### src/rtl/uart_pkg.sv
// Shared UART definitions: FSM state encoding and parity-type constants,
// common to the transmit and receive paths.
package uart_pkg;

   typedef enum logic [2:0] {
      IDLE   = 3'd0,
      START  = 3'd1,
      DATA   = 3'd2,
      PARITY = 3'd3,
      STOP   = 3'd4
   } uart_state_e;

   localparam logic PAR_EVEN = 1'b0;
   localparam logic PAR_ODD  = 1'b1;

endpackage

### src/rtl/serializer.sv
// LSB-first shift register with a bounded bit counter; done_o flags that the
// bit currently on the line is the last payload bit.
module serializer #(
   parameter int DATA_WIDTH = 8
) (
   input  logic                  clk_i,
   input  logic                  rst_i,
   input  logic                  load_i,
   input  logic [DATA_WIDTH-1:0] data_i,
   input  logic                  shift_en_i,
   output logic                  bit_o,
   output logic                  done_o
);

   localparam int CNT_W = (DATA_WIDTH > 1) ? $clog2(DATA_WIDTH) : 1;

   logic [DATA_WIDTH-1:0] shift_q, shift_d;
   logic [CNT_W-1:0]      cnt_q, cnt_d;

   assign done_o = (cnt_q == CNT_W'(DATA_WIDTH - 1));

   always_comb begin
      shift_d = shift_q;
      cnt_d   = cnt_q;
      if (load_i) begin
         shift_d = data_i;
         cnt_d   = '0;
      end else if (shift_en_i && !done_o) begin
         shift_d = shift_q >> 1;
         cnt_d   = cnt_q + CNT_W'(1);
      end
   end

   // Look-ahead: the bit that will be on the line after this edge.
   assign bit_o = shift_d[0];

   always_ff @(posedge clk_i) begin
      if (rst_i) begin
         shift_q <= '0;
         cnt_q   <= '0;
      end else begin
         shift_q <= shift_d;
         cnt_q   <= cnt_d;
      end
   end

endmodule

### src/rtl/uart_tx.sv
// UART transmitter: start bit, LSB-first payload, optional parity, stop bit,
// with back-to-back frames accepted during the stop bit.
module uart_tx
   import uart_pkg::*;
#(
   parameter int DATA_WIDTH = 8
) (
   input  logic                  CLK,
   input  logic                  RST,
   input  logic [DATA_WIDTH-1:0] P_DATA,
   input  logic                  DATA_VALID,
   input  logic                  PAR_EN,
   input  logic                  PAR_TYP,
   output logic                  TX_OUT,
   output logic                  BUSY
);

   uart_state_e           state_q, state_d;
   logic                  tx_q, tx_d;
   logic                  busy_q, busy_d;
   logic [DATA_WIDTH-1:0] data_q;
   logic                  par_en_q;
   logic                  par_typ_q;
   logic                  load;
   logic                  shift_en;
   logic                  ser_bit;
   logic                  ser_done;

   function automatic logic parity_bit(input logic [DATA_WIDTH-1:0] data,
                                       input logic                  typ);
      return (^data) ^ (typ == PAR_ODD);
   endfunction

   assign load     = DATA_VALID && ((state_q == IDLE) || (state_q == STOP));
   assign shift_en = (state_q == DATA);

   serializer #(
      .DATA_WIDTH(DATA_WIDTH)
   ) u_serializer (
      .clk_i     (CLK),
      .rst_i     (RST),
      .load_i    (load),
      .data_i    (P_DATA),
      .shift_en_i(shift_en),
      .bit_o     (ser_bit),
      .done_o    (ser_done)
   );

   // Outputs are computed for the state being entered so TX_OUT/BUSY change on the same edge.
   always_comb begin
      state_d = state_q;
      tx_d    = 1'b1;
      busy_d  = 1'b1;
      unique case (state_q)
         IDLE: begin
            busy_d = 1'b0;
            if (DATA_VALID) begin
               state_d = START;
               tx_d    = 1'b0;
               busy_d  = 1'b1;
            end
         end
         START: begin
            state_d = DATA;
            tx_d    = ser_bit;
         end
         DATA: begin
            if (ser_done) begin
               if (par_en_q) begin
                  state_d = PARITY;
                  tx_d    = parity_bit(data_q, par_typ_q);
               end else begin
                  state_d = STOP;
               end
            end else begin
               tx_d = ser_bit;
            end
         end
         PARITY: state_d = STOP;
         STOP: begin
            if (DATA_VALID) begin
               state_d = START;
               tx_d    = 1'b0;
            end else begin
               state_d = IDLE;
               busy_d  = 1'b0;
            end
         end
         default: begin
            state_d = IDLE;
            busy_d  = 1'b0;
         end
      endcase
   end

   always_ff @(posedge CLK) begin
      if (RST) begin
         state_q   <= IDLE;
         tx_q      <= 1'b1;
         busy_q    <= 1'b0;
         data_q    <= '0;
         par_en_q  <= 1'b0;
         par_typ_q <= PAR_EVEN;
      end else begin
         state_q <= state_d;
         tx_q    <= tx_d;
         busy_q  <= busy_d;
         if (load) begin
            data_q    <= P_DATA;
            par_en_q  <= PAR_EN;
            par_typ_q <= PAR_TYP;
         end
      end
   end

   assign TX_OUT = tx_q;
   assign BUSY   = busy_q;

endmodule

### config.mk
export PLATFORM = sky130hd
export DESIGN_NAME = uart_tx
export DESIGN_NICKNAME = d
export VERILOG_FILES = /design/src/rtl/uart_pkg.sv /design/src/rtl/serializer.sv /design/src/rtl/uart_tx.sv
export SDC_FILE = /design/constraint.sdc
export NUM_CORES = 1
export LEC_CHECK = 0
export BUFFER_PORTS_ARGS = -buffer_cell sky130_fd_sc_hd__buf_2
export CAP_MARGIN = 20
export CORE_MARGIN = 3
export CORE_UTILIZATION = 23
export CTS_CLUSTER_DIAMETER = 50
export DETAILED_ROUTE_END_ITERATION = 7
export MAX_ROUTING_LAYER = met4
export PLACE_DENSITY = 0.38
export SYNTH_ARGS = -nofsm -noshare
export SYNTH_HDL_FRONTEND = slang
export SYNTH_SLANG_ARGS = --single-unit
export TNS_END_PERCENT = 50
### constraint.sdc
create_clock -name CLK -period 2.4 [get_ports CLK]
set_input_delay 0.48 -clock CLK [delete_from_list [all_inputs] [get_ports CLK]]
set_output_delay 0.48 -clock CLK [all_outputs]
set_load 0.005 [all_outputs]
==> results_dict.tcl <==
set metrics [dict create \
    grt_antenna_before_repair 0 \
    p_leak_uw 0.000527 \
    syn_avg_cell_area_um2 9.01 \
    max-slew-margin-rel_pct 60.0 \
    die_h_um 77.6 \
    hp-start "PAR_EN" \
    cts_setup_buffers 0 \
    worstPathRequired_ns 2.54 \
    synth.top_cell.area_share_pct 44.1 \
    worst_pin_slew_ns 0.598 \
    fin_crit_ns 1.83 \
    postRouteAntennaNets 0 \
    cts.repair.resized 0 \
    yosys.area.top_type "dfxtp_1" \
    grt_pass1_vias 832 \
    hold-path-cell-count 3 \
    cts.clk_slew.worst_paths_ns 0.09 \
    netlist_area_um2 1180 \
    total_power_uw 912 \
    crit_arrival_ns 1.97 \
    endpoint_kind "flip-flop" \
    synthSimpleGateAreaFrac_pct 19.5 \
    synth_xor_area_share_pct 7.10 \
    startpoint_type "flip-flop" \
    track_usage_pct 8.38 \
    remaining_drc_errors 0 \
    cts_hold_buf 0 \
    detailedRoute.firstIterationViolations 47 \
    yosys-top-cells-area "dfxtp_1 (44%), nand2_1 (9.5%), a21oi_1 (8.5%)" \
    htree_num_levels 1 \
    rows 25 \
    clk_path_buf_depth 2 \
    synth_compound_area_share_pct 12.2 \
    place_area_um2 1300 \
    dp_hpwl_um 1610 \
    die_area_um2 6030 \
    ys_types 25 \
    syn_nets 146 \
    wl_per_cell_um 11.2 \
    die_w_um 77.6 \
    powerDensity_nw_per_um2 674 \
    cts_tree "yes" \
    grt_start_max_net_pins 29 \
    via_per_inst 4.30 \
    r2r-end "u_serializer.shift_q[4]" \
    synthAdderAreaFrac_pct 2.12 \
    r2r_setup_slack_ns 0.57 \
    ir_drop_v 0.000313 \
    setup_viol 0 \
    fin_crit_sh_pct 76.4 \
    ys_seq_elements 26 \
    fin_area_um2 1350 \
    seq_area_frac_synth_pct 44.1 \
    r2r-start "u_serializer.cnt_q[0]" \
    clkLatencyLatePin_ns 0.27 \
    hold_violations 0 \
    critical_path_class "flip-flop to flip-flop" \
    area_growth_pct 14.6 \
    postRouteWirelength_um 2340 \
    num_antenna_cells 0 \
    grt_overflow 0 \
    min_to "par_en_q" \
    synth_top_family_by_area "simple AND/OR/NAND/NOR gates" \
    fin_setup_tns_ns 0 \
    cts_root_buf "clkbuf_8" \
    grt_pass1_wl_um 3820 \
    synthMuxAreaShare_pct 9.97 \
    maxCapViolCount 0 \
    start_util_pct 24.3 \
    core_um2 4850 \
    first_pass_iters 4 \
    io_pins 15 \
    yosysWarnings 0 \
    portBuffers 14 \
    rsz0062_at_grt "false" \
    slew_violations 0 \
    critPathMaxFanout 11 \
    gp_congestion 0.815 \
    startpoint "u_serializer.cnt_q[0]" \
    nNetsFinal 159 \
    status "complete, no violations" \
    cts_buffers 3 \
    vias 903 \
    max_freq_ghz 0.546 \
    cts_sinks 26 \
    netlist_instances 131 \
    drive_above_1_share_pct 19.6 \
    r2r_cells 7 \
    skew_ns 0.000928 \
    hold_class "input port to flip-flop" \
]
-- stage by stage --
step                      util (%)  instances  hold WS (ns)  setup slack, ns
after floorplan                  -        131         0.434            0.680
after global placement        26.8        206         0.455            0.586
final                         27.9        210         0.447            0.567
after CTS                     27.9        210         0.436            0.554
after detailed placement      26.8        206         0.462            0.572
after global routing          27.9        210         0.447            0.455
-- state kept, by name (all words and copies together), names as in the netlist --
name,flops
par_en_q,1
data_q,8
state_q,3
TX_OUT,1
BUSY,1
u_serializer.cnt_q,3
par_typ_q,1
u_serializer.shift_q,8
-- how the worst max path moves through the flow --
stage / endpoint / slack, ns
final: u_serializer.shift_q[4] / 0.57
after global routing: u_serializer.shift_q[5] / 0.46
after CTS: u_serializer.shift_q[4] / 0.55
after detailed placement: u_serializer.shift_q[4] / 0.57
after global placement: u_serializer.shift_q[2] / 0.59
after floorplan: u_serializer.shift_q[2] / 0.68
-- logic make-up (layout without fill, tap and decap cells) --
logic type	after synthesis	after routing
muxes	11	11
DFF	26	26
adders and majority gates	2	2
AOI/OAI and AO/OA	25	25
and+or+nand+nor	49	49
buffers and inverters	10	22
xor gates and xnor gates	8	8
-- cells in the mapped netlist, drive strengths merged --
cell / count
o21a: 2
nor2: 6
o21ai: 1
nor3b: 1
nor4b: 1
nand2: 30
mux2: 6
dfxtp: 26
xnor2: 5
nor3: 8
a21oi: 20
inv: 2
ha: 2
buf: 5
a221oi: 2
mux2i: 5
clkbuf: 3
xnor3: 1
nor2b: 2
xor2: 2
nand2b: 1
-- power by group --
| group | switching [uW] | internal, uW |
|---|---|---|
| Sequential | 20.7 | 460 |
| Combinational | 75.6 | 74.9 |
| Clock | 135 | 147 |
| Total | 231 | 681 |
-- critical path, stage by stage (launching register included) --
cell     delay, ns
dfxtp_1       0.33
ha_1          0.19
ha_1          0.24
nor4b_4       0.21
buf_4         0.23
mux2_2        0.35
nand2_1       0.06
a21oi_1       0.07
-- metal layers --
layer	up-vias	wire length [um]	GRT usage, %
met5	-	0	-
met4	0	42	3.74
met3	4	95	2.90
met2	16	1060	12.3
met1	418	1150	10.3
li1	465	-	-
-- layout by cell type (no fill, tap or decap), types with 2 or more instances in the layout --
master	netlist	final
buf_4	1	2
o21a_1	2	2
mux2_2	5	5
a21oi_1	20	20
nor3_1	8	8
dfxtp_1	26	26
nor2b_1	2	2
xor2_1	2	2
ha_1	2	2
mux2i_1	5	5
inv_1	2	2
nor2_1	6	6
clkbuf_8	0	4
nand2_1	30	30
buf_2	2	14
xnor2_1	5	5
-- final cells by class --
cell class | instances | area, um2
multi-input cells | 95 | 601
clock buffers | 4 | 55.1
inverters | 2 | 7.51
well taps | 67 | 83.8
repair buffers | 16 | 85.1
flip-flops and latches | 26 | 520
fillers | 534 | 3500
Note: power is estimated with default switching activity, not from simulation.
